$ cat config.mk
export PLATFORM = sky130hd
export DESIGN_NAME = pipe_hazard_ctrl
export DESIGN_NICKNAME = d
export VERILOG_FILES = /design/src/rtl/pipe_pkg.sv /design/src/rtl/dmem_handshake_fsm.sv /design/src/rtl/pipe_hazard_ctrl.sv
export SDC_FILE = /design/constraint.sdc
export NUM_CORES = 1
export LEC_CHECK = 0
export CAP_MARGIN = 20
export CORE_ASPECT_RATIO = 0.9
export CORE_MARGIN = 2
export CORE_UTILIZATION = 41
export DETAILED_ROUTE_END_ITERATION = 10
export MAX_ROUTING_LAYER = met4
export PLACE_DENSITY = 0.77
export SLEW_MARGIN = 20
export SYNTH_ARGS = -nofsm -noshare
export SYNTH_HDL_FRONTEND = slang
export SYNTH_SLANG_ARGS = --single-unit
export TNS_END_PERCENT = 50
$ cat constraint.sdc
create_clock -name clk -period 2.3 [get_ports clk]
set_input_delay 0.46 -clock clk [delete_from_list [all_inputs] [get_ports clk]]
set_output_delay 0.46 -clock clk [all_outputs]
set_load 0.01 [all_outputs]
$ cat src/rtl/pipe_pkg.sv
// Shared types and constants for the pipeline hazard controller.
// Forwarding selects, the data-memory FSM state enum and the zero-register index.
package pipe_pkg;

    localparam logic [1:0] FWD_RF  = 2'b00;
    localparam logic [1:0] FWD_WB  = 2'b01;
    localparam logic [1:0] FWD_MEM = 2'b10;

    localparam logic [4:0] REG_ZERO = 5'd0;

    typedef enum logic {
        ST_IDLE = 1'b0,
        ST_WAIT = 1'b1
    } mem_state_e;

    // E-stage ALU operand source; the younger M result wins over W.
    function automatic logic [1:0] fwd_sel_e(
        input logic [4:0] src,
        input logic [4:0] dst_m,
        input logic       wr_m,
        input logic [4:0] dst_w,
        input logic       wr_w
    );
        logic [1:0] sel;
        sel = FWD_RF;
        if (src != REG_ZERO && wr_m && src == dst_m)
            sel = FWD_MEM;
        else if (src != REG_ZERO && wr_w && src == dst_w)
            sel = FWD_WB;
        return sel;
    endfunction

    function automatic logic fwd_sel_d(
        input logic [4:0] src,
        input logic [4:0] dst_m,
        input logic       wr_m
    );
        return (src != REG_ZERO) && wr_m && (src == dst_m);
    endfunction

endpackage

$ cat src/rtl/dmem_handshake_fsm.sv
// Data-memory req/ack sequencer for the M stage with a wait-cycle timeout.
// A timed-out access is aborted and recorded in a sticky error flag.
module dmem_handshake_fsm #(
    parameter int TIMEOUT = 64
) (
    input  logic clk,
    input  logic rst_n,
    input  logic memReqM,
    input  logic dmem_ack,
    output logic dmem_req,
    output logic memstall,
    output logic abort,
    output logic mem_err
);
    import pipe_pkg::*;

    localparam int WCNT_W = $clog2(TIMEOUT);
    // The IDLE request cycle plus TIMEOUT-1 WAIT cycles make TIMEOUT request cycles.
    localparam logic [WCNT_W-1:0] WAIT_LAST = WCNT_W'(TIMEOUT - 2);

    mem_state_e        r_state;
    mem_state_e        w_state_next;
    logic [WCNT_W-1:0] r_wcnt;
    logic [WCNT_W-1:0] w_wcnt_next;
    logic              r_err;
    logic              w_req;
    logic              w_abort;

    always_ff @(posedge clk or negedge rst_n) begin
        if (!rst_n) begin
            r_state <= ST_IDLE;
            r_wcnt  <= '0;
            r_err   <= 1'b0;
        end else begin
            r_state <= w_state_next;
            r_wcnt  <= w_wcnt_next;
            if (w_abort)
                r_err <= 1'b1;
        end
    end

    always_comb begin
        w_state_next = r_state;
        w_wcnt_next  = r_wcnt;
        w_req        = 1'b0;
        w_abort      = 1'b0;
        case (r_state)
            ST_IDLE: begin
                w_req = memReqM;
                if (memReqM && !dmem_ack) begin
                    w_state_next = ST_WAIT;
                    w_wcnt_next  = '0;
                end
            end
            ST_WAIT: begin
                w_req = 1'b1;
                if (dmem_ack) begin
                    w_state_next = ST_IDLE;
                    w_wcnt_next  = '0;
                end else if (r_wcnt == WAIT_LAST) begin
                    w_abort      = 1'b1;
                    w_state_next = ST_IDLE;
                    w_wcnt_next  = '0;
                end else begin
                    w_wcnt_next = r_wcnt + WCNT_W'(1);
                end
            end
            default: begin
                w_state_next = ST_IDLE;
                w_wcnt_next  = '0;
            end
        endcase
    end

    assign dmem_req = w_req;
    assign abort    = w_abort;
    assign memstall = w_req && !dmem_ack && !w_abort;
    assign mem_err  = r_err;

endmodule

$ cat src/rtl/pipe_hazard_ctrl.sv
// Stall/flush/forwarding controller for the 5-stage pipeline.
// Memory wait stalls the whole front; load-use and branch hazards stall F/D only.
module pipe_hazard_ctrl #(
    parameter int TIMEOUT = 64,
    parameter int CNT_W   = 32
) (
    input  logic             clk,
    input  logic             rst_n,
    input  logic [4:0]       rsD,
    input  logic [4:0]       rtD,
    input  logic [4:0]       rsE,
    input  logic [4:0]       rtE,
    input  logic [4:0]       writeRegE,
    input  logic [4:0]       writeRegM,
    input  logic [4:0]       writeRegW,
    input  logic             regwriteE,
    input  logic             regwriteM,
    input  logic             regwriteW,
    input  logic             memtoregE,
    input  logic             memtoregM,
    input  logic             branchD,
    input  logic             jumpD,
    input  logic             pcSrcD,
    input  logic             memReqM,
    input  logic             dmem_ack,
    output logic             dmem_req,
    output logic             stallF,
    output logic             stallD,
    output logic             stallE,
    output logic             stallM,
    output logic             flushD,
    output logic             flushE,
    output logic             flushW,
    output logic             forwardAD,
    output logic             forwardBD,
    output logic [1:0]       forwardAE,
    output logic [1:0]       forwardBE,
    output logic             mem_err,
    output logic [CNT_W-1:0] stall_cnt
);
    import pipe_pkg::*;

    logic             w_memstall;
    logic             w_abort;
    logic             w_lwstall;
    logic             w_brstall_e;
    logic             w_brstall_m;
    logic             w_brstall;
    logic [CNT_W-1:0] r_stall_cnt;

    dmem_handshake_fsm #(
        .TIMEOUT (TIMEOUT)
    ) u_dmem_fsm (
        .clk      (clk),
        .rst_n    (rst_n),
        .memReqM  (memReqM),
        .dmem_ack (dmem_ack),
        .dmem_req (dmem_req),
        .memstall (w_memstall),
        .abort    (w_abort),
        .mem_err  (mem_err)
    );

    assign w_lwstall   = memtoregE && ((rtE == rsD) || (rtE == rtD));
    // The branch compare in D needs operands not yet available from E or a load in M.
    assign w_brstall_e = regwriteE && (writeRegE != REG_ZERO) &&
                         ((writeRegE == rsD) || (writeRegE == rtD));
    assign w_brstall_m = memtoregM && (writeRegM != REG_ZERO) &&
                         ((writeRegM == rsD) || (writeRegM == rtD));
    assign w_brstall   = branchD && (w_brstall_e || w_brstall_m);

    always_comb begin
        stallF = 1'b0;
        stallD = 1'b0;
        stallE = 1'b0;
        stallM = 1'b0;
        flushD = 1'b0;
        flushE = 1'b0;
        flushW = 1'b0;
        if (w_memstall) begin
            stallF = 1'b1;
            stallD = 1'b1;
            stallE = 1'b1;
            stallM = 1'b1;
            flushW = 1'b1;
        end else if (w_abort) begin
            flushW = 1'b1;
        end else if (w_lwstall || w_brstall) begin
            // Redirect is held off: the branch re-resolves once its operands arrive.
            stallF = 1'b1;
            stallD = 1'b1;
            flushE = 1'b1;
        end else if (pcSrcD || jumpD) begin
            flushD = 1'b1;
        end
    end

    assign forwardAE = fwd_sel_e(rsE, writeRegM, regwriteM, writeRegW, regwriteW);
    assign forwardBE = fwd_sel_e(rtE, writeRegM, regwriteM, writeRegW, regwriteW);
    assign forwardAD = fwd_sel_d(rsD, writeRegM, regwriteM);
    assign forwardBD = fwd_sel_d(rtD, writeRegM, regwriteM);

    always_ff @(posedge clk or negedge rst_n) begin
        if (!rst_n)
            r_stall_cnt <= '0;
        else if (stallF && (r_stall_cnt != {CNT_W{1'b1}}))
            r_stall_cnt <= r_stall_cnt + CNT_W'(1);
    end

    assign stall_cnt = r_stall_cnt;

endmodule

# == Word level (Yosys, flattened, before mapping) ==
# Index checks and enable logic that the tools add are counted.
# totals
reg_bits,40
inputBits,47
output_inout_bits,47
# classes
addsub,2
eq_ne,15
muxes,27
bitwise,1
n_reduce_logical,36
# ops
operator,count
$eq A5 B5 Y1,12
$add A32 B1 Y32 const B,1
$ne A32 B32 Y1 const B,1
$reduce_bool A5 Y1,6
$logic_and A1 B1 Y1,22
$mux W1,19
$mux W6,3
$pmux W6 S2,1
$add A6 B1 Y6 const B,1
$eq A6 B6 Y1 const B,1
$logic_or A1 B1 Y1,6
$mux W2,2
$pmux W1 S2,2
$logic_not A1 Y1,2
$ne A2 B1 Y1 const B,1
$not A1 Y1,1

# == Depth between registers and ports, before layout ==
# logic_depth
word_depth,10
ltp_mapped,10
ltp_nobuf,9

# == Cells and area by module ==
# A second synthesis with hierarchy kept.
# unflattened
hier_cells,302
hier_area_um2,2829.0
# by_module_without_submodules
mod,n_inst,cells_per_inst,area_each_um2,seq_area_each_um2
pipe_hazard_ctrl,1,261,2394.8,800.8
dmem_handshake_fsm,1,41,434.2,200.2

# == Worst setup path after synthesis ==
# OpenSTA, ideal clock, no wires.
# synth_timing
kind,input to output
startpoint,in writeRegM[2]
endpoint,out stallF
t_arrival_ns,1.884
required_ns,1.840
slack_ns,-0.044
stages,7
cell_sequence,buf_2 or4_4 o211ai_2 a21oi_2 nor3_2 o21bai_2 buf_4
# synth_via
elab_chain_len,9
word_cells_on_any_way,12
cone_classes,2 x eq/ne; 3 x mux; 7 x reduce/logical
# synth_rtl
element,line,text
"start, declared",pipe_hazard_ctrl.sv:14,"input logic [4:0] writeRegM,"
$eq A5 B5 Y1 / $reduce_bool A5 Y1 (equally long branches),"pipe_hazard_ctrl.sv:69, pipe_hazard_ctrl.sv:68",
$logic_or A1 B1 Y1 / $logic_and A1 B1 Y1 (equally long branches),"pipe_hazard_ctrl.sv:69, pipe_hazard_ctrl.sv:68",
$logic_and A1 B1 Y1 *,pipe_hazard_ctrl.sv:68,assign w_brstall_m = memtoregM && (writeRegM != REG_ZERO) &&
$logic_or A1 B1 Y1 *,pipe_hazard_ctrl.sv:70,assign w_brstall = branchD && (w_brstall_e || w_brstall_m);
$logic_and A1 B1 Y1 *,pipe_hazard_ctrl.sv:70,
$logic_or A1 B1 Y1 *,pipe_hazard_ctrl.sv:88,end else if (w_lwstall || w_brstall) begin
$mux W1 * (3 in series),-,
"end, declared",pipe_hazard_ctrl.sv:27,"output logic stallF,"
# Every way passes the cells marked *; elsewhere a longest branch is shown, timed or not.

# == Worst setup path in the final report ==
# layout_timing
startpoint,in writeRegM[1]
endpoint,out flushD
# layout_via
elab_chain_len,9
word_cells_on_any_way,12
cone_classes,2 x eq/ne; 3 x mux; 7 x reduce/logical
# layout_rtl
element,line,text
$eq A5 B5 Y1 / $reduce_bool A5 Y1 (equally long branches),"pipe_hazard_ctrl.sv:69, pipe_hazard_ctrl.sv:68",
$logic_or A1 B1 Y1 / $logic_and A1 B1 Y1 (equally long branches),"pipe_hazard_ctrl.sv:69, pipe_hazard_ctrl.sv:68",
$logic_and A1 B1 Y1 *,pipe_hazard_ctrl.sv:68,
$logic_or A1 B1 Y1 *,pipe_hazard_ctrl.sv:70,
$logic_and A1 B1 Y1 *,pipe_hazard_ctrl.sv:70,
$logic_or A1 B1 Y1 *,pipe_hazard_ctrl.sv:88,
$mux W1 *,pipe_hazard_ctrl.sv:88,
$mux W1 *,pipe_hazard_ctrl.sv:86,end else if (w_abort) begin
$mux W1 *,pipe_hazard_ctrl.sv:80,if (w_memstall) begin
"end, declared",pipe_hazard_ctrl.sv:31,"output logic flushD,"
# Marks and branches as above.

==> results <==
- The share of flip-flops with an asynchronous set or reset is between 90% and 100%.
- In the synthesized netlist, the cells that appear most often are sky130_fd_sc_hd__xnor2_1, sky130_fd_sc_hd__dfrtp_1, sky130_fd_sc_hd__xor2_1, sky130_fd_sc_hd__nand3_1, sky130_fd_sc_hd__nand4_1.
- The post-DP HPWL is 6.03 mm.
- The die covers a little over 7000 sq um.
- The total number of nets in the final design is 484.
- The buffer cell driving the clock tree root is sky130_fd_sc_hd__clkbuf_8.
- The fill cell total of the finished layout is 471.
- In the final routed layout, each cell accounts on average for 16.4 um.
- The cell count after synthesis came out at 280.
- The fraction of power spent switching nets is 29.9%.
- The share of cells above drive strength 1 is 32.2%.
- The checks that failed: setup timing.
- The final RePlAce weighted congestion is ~0.9.
- The tool flagged a number of max-cap violations equal to 0.
- The number of buffers inserted by hold repair at cts is 0.
- Wires add up to approximately 8.6 mm.
- The detailed-router iteration count before antenna repair is 4.
- The register-to-register setup slack is ~150 ps.
- The first-pass GRT wire length is 13.0 mm.
- The average instance in the mapped netlist occupies 9.56 sq um.
- The maximum resistive drop on vdd is 0.420 mV.
- The proportion of power drawn by flip-flops and latches is 38.9%.
- The repair_antennas step left the layout with diodes totalling 0.
- The count of distinct cell types in the synthesized netlist is 41.
- The count of pins over their slew limit is 0.
- The run finished, with violations left.
- TritonCTS built the clock tree.
- The total global routing overflow is 0.
- The number of warning messages in the yosys log is 0.
- No sink is reached through more buffers than the 2 on the longest clock path.
- The type of destination of the critical path is an output pin.
- The overall power of the completed layout is 2.13 mW.
- The final hold slack is about 100 ps.
- The number of cell rows is 27.
- The number of flops mapped to enable cells by yosys is 0.
- The via count of the routed design is 2658.
- Summed over its instances, the top area cell type makes up 37.4% of the synthesized netlist area.
- The leakage dissipation is 1.91 nW.
- Setup total negative slack on the finished layout was measured at -352 ps.
- The first routing iteration left ~150 violations.
- Setup repair after global routing could not meet its margin everywhere.
- Synthesis produced a netlist with a net count of 330.
- The number of hold violations in the final report came to 0.
- The number of antenna violations at the first check in global routing is 0.
- Of the total power, the clock network draws 26.8%.
- The tree built by TritonCTS fans out to 40 sinks.
- In the post-synthesis netlist, the biggest area contributors are sky130_fd_sc_hd__dfrtp_1, sky130_fd_sc_hd__xnor2_1, sky130_fd_sc_hd__xor2_1.
- Once detail routing completed, the nets flagged for antenna violations numbered 0.
- In this run the power density over the cells is ~490 nW/um^2.
- Among all flip-flop cells after synthesis, the most frequent one is sky130_fd_sc_hd__dfrtp_1.
- The type of the setup path with the least slack is in2out.
- Setup violations remaining at the end of the flow were counted as 4.
- The width of the die is 89.2 um.
- The switching power of the nets is 0.637 mW.
- Data arrives at the worst endpoint at between 1500 and 2000 ps.
- Summing the sequential cell areas from Yosys gives 37.4% of the chip area.
- Counting I/O delays and the setup requirement, the final critical path takes 2440 ps.
- The critical path launch point type is a primary input.
- In this run the worst path has a maximum fanout of 3.
- Setup slack on the critical path of the routed design comes to -142 ps.
- The worst path uses 106% of the clock period.
- By instance count, the leading cell after synthesis is sky130_fd_sc_hd__xnor2_1.
- The global-route total usage across every layer is 23.9%.
- The count of input and output buffers is 93.
- Derived from the worst setup path, the maximum achievable clock frequency is 0.409 GHz.
- The core occupancy in the finished layout is 69.9%.
- The part of the total power dissipated in combinational logic is 34.3%.
- At the worst endpoint, the required time is around 1800 ps.
- The core footprint is ~6200 sq um.
- The logic depth of the worst register-to-register path is 7.
- The initial utilization of the core area, before any placement, comes to a little over two fifths.
- The worst register-to-register path begins at stall_cnt[4].
- The via count of the first global-routing pass is 2733.
- OpenSTA, run right after detailed placement, puts the worst setup slack at -844 ps.
- Dividing the detail-routed via count by the number of cells gives 5.09.
- The cell taking the most area after synthesis is sky130_fd_sc_hd__dfrtp_1.
- The number of clock buffers added by TritonCTS is 5.
- After synthesis the netlist holds a flip-flop and latch count of 40.
- The cell area that synthesis handed to floorplanning was 2680 sq um.
- During I/O placement, the number of pins put on the boundary was 94.
- For this run, design rule violations remaining after detail routing come to 0.
- The clock tree synthesis step divided the H-tree into 2 levels.
- The worst register-to-register path ends at stall_cnt[28].
- The class of the tightest hold or removal check is in2async.
- On the final layout, the worst clock skew is ~8.5 ps.
- Entering global routing, the biggest net connects 22 pins.
- For the pin with the worst max-slew slack, the measured transition is approximately 550 ps.
- The insertion delay of the later-clocked pin in the worst-skew pair is 290 ps.
- The layout overhead on the synthesized area is 62.2%.
- The floorplan step set the die height to 80.7 um.
- The internal portion of the total power is 1.49 mW.
- The remaining max-slew budget at the tightest pin is 63.5%.
- After clock tree synthesis, the clock-pin slew on the worst setup and hold paths is ~80 ps.
==> cells in the final DEF (no fill, tap or decap), types with 7 or more instances in the layout <==
| cell type | netlist | routed |
|---|---|---|
| sky130_fd_sc_hd__buf_4 | 3 | 59 |
| sky130_fd_sc_hd__buf_6 | 3 | 14 |
| sky130_fd_sc_hd__nand4_1 | 18 | 18 |
| sky130_fd_sc_hd__nor2_1 | 10 | 7 |
| sky130_fd_sc_hd__dfrtp_1 | 40 | 40 |
| sky130_fd_sc_hd__nand2_1 | 17 | 16 |
| sky130_fd_sc_hd__xnor2_1 | 56 | 55 |
| sky130_fd_sc_hd__xor2_1 | 25 | 25 |
| sky130_fd_sc_hd__clkbuf_2 | 0 | 10 |
| sky130_fd_sc_hd__clkdlybuf4s50_1 | 0 | 48 |
| sky130_fd_sc_hd__and3_1 | 13 | 13 |
| sky130_fd_sc_hd__buf_2 | 3 | 14 |
| sky130_fd_sc_hd__dlygate4sd2_1 | 0 | 8 |
| sky130_fd_sc_hd__o21ai_0 | 9 | 8 |
| sky130_fd_sc_hd__nand3_1 | 19 | 18 |
==> worst max-delay path by stage <==
| stage | end | start | cells past startpoint | slack (ps) |
|---|---|---|---|---|
| 2_1_floorplan | stallF | writeRegM[2] | 7 | -40 |
| 3_3_place_gp | flushD | writeRegE[1] | 7 | -810 |
| 4_1_cts | flushD | writeRegE[3] | 8 | -180 |
| 5_1_grt | flushD | writeRegE[2] | 8 | -210 |
| 3_5_place_dp | flushD | writeRegE[1] | 7 | -840 |
| 6_report | flushD | writeRegM[1] | 8 | -140 |
==> cells by family after synthesis <==
logic type      synth area share (%)
compound gates                  6.50
flops                           37.4
xor+xnor                        26.5
simple gates                    23.5
mux                            0.421
fa+ha+maj                       1.40
buf+inv                         4.35
==> critical path, stage by stage <==
cell                       delay [ps]
sky130_fd_sc_hd__buf_2            110
sky130_fd_sc_hd__or4_4            530
sky130_fd_sc_hd__o211ai_2         160
sky130_fd_sc_hd__a21oi_2           60
sky130_fd_sc_hd__nor3_2           250
sky130_fd_sc_hd__buf_4            160
sky130_fd_sc_hd__o211a_1          130
sky130_fd_sc_hd__buf_2            120
==> routing by layer <==
layer | track usage, % | wire [um]
met2 | 40.4 | 4390
met5 | - | 0
met3 | 4.32 | 429
met4 | 5.22 | 84
met1 | 29.8 | 3660
==> flip-flops by register name (all words and copies together) (netlist names) <==
signal / flops
stall_cnt: 32
u_dmem_fsm.r_state: 1
u_dmem_fsm.r_wcnt: 6
u_dmem_fsm.mem_err: 1
==> cell type report <==
class,count,area (sq um),share of cell area (%)
multi-input cells,219,1690,39.0
clock inverters,3,42.5,0.979
clock buffers,5,68.8,1.58
flip-flops and latches,40,1000,23.0
repair buffers,162,1410,32.4
well taps,87,109,2.51
inverters,6,22.5,0.518
==> power by group through the flow <==
stage | combinational (mW) | clock (mW) | sequential [mW]
after floorplan | 0.255 | 0 | 0.859
after global placement | 0.650 | 0 | 0.831
after detailed placement | 0.667 | 0 | 0.832
after CTS | 0.679 | 0.578 | 0.818
after global routing | 0.790 | 0.611 | 0.835
final | 0.731 | 0.569 | 0.828
==> repair_timing <==
action	in CTS	in global routing
resized for setup	134	40
buffers inserted	10	4
pin swaps	29	24
setup endpoints to repair	42	18
gates cloned	0	2
==> per-stage QoR <==
step / area (sq um) / cells
after floorplan: 2680 / 280
after global placement: 4040 / 500
after detailed placement: 4040 / 500
after CTS: 4240 / 518
after global routing: 4340 / 522
final: 4340 / 522
No activity file was read; power rests on OpenSTA's default activity.
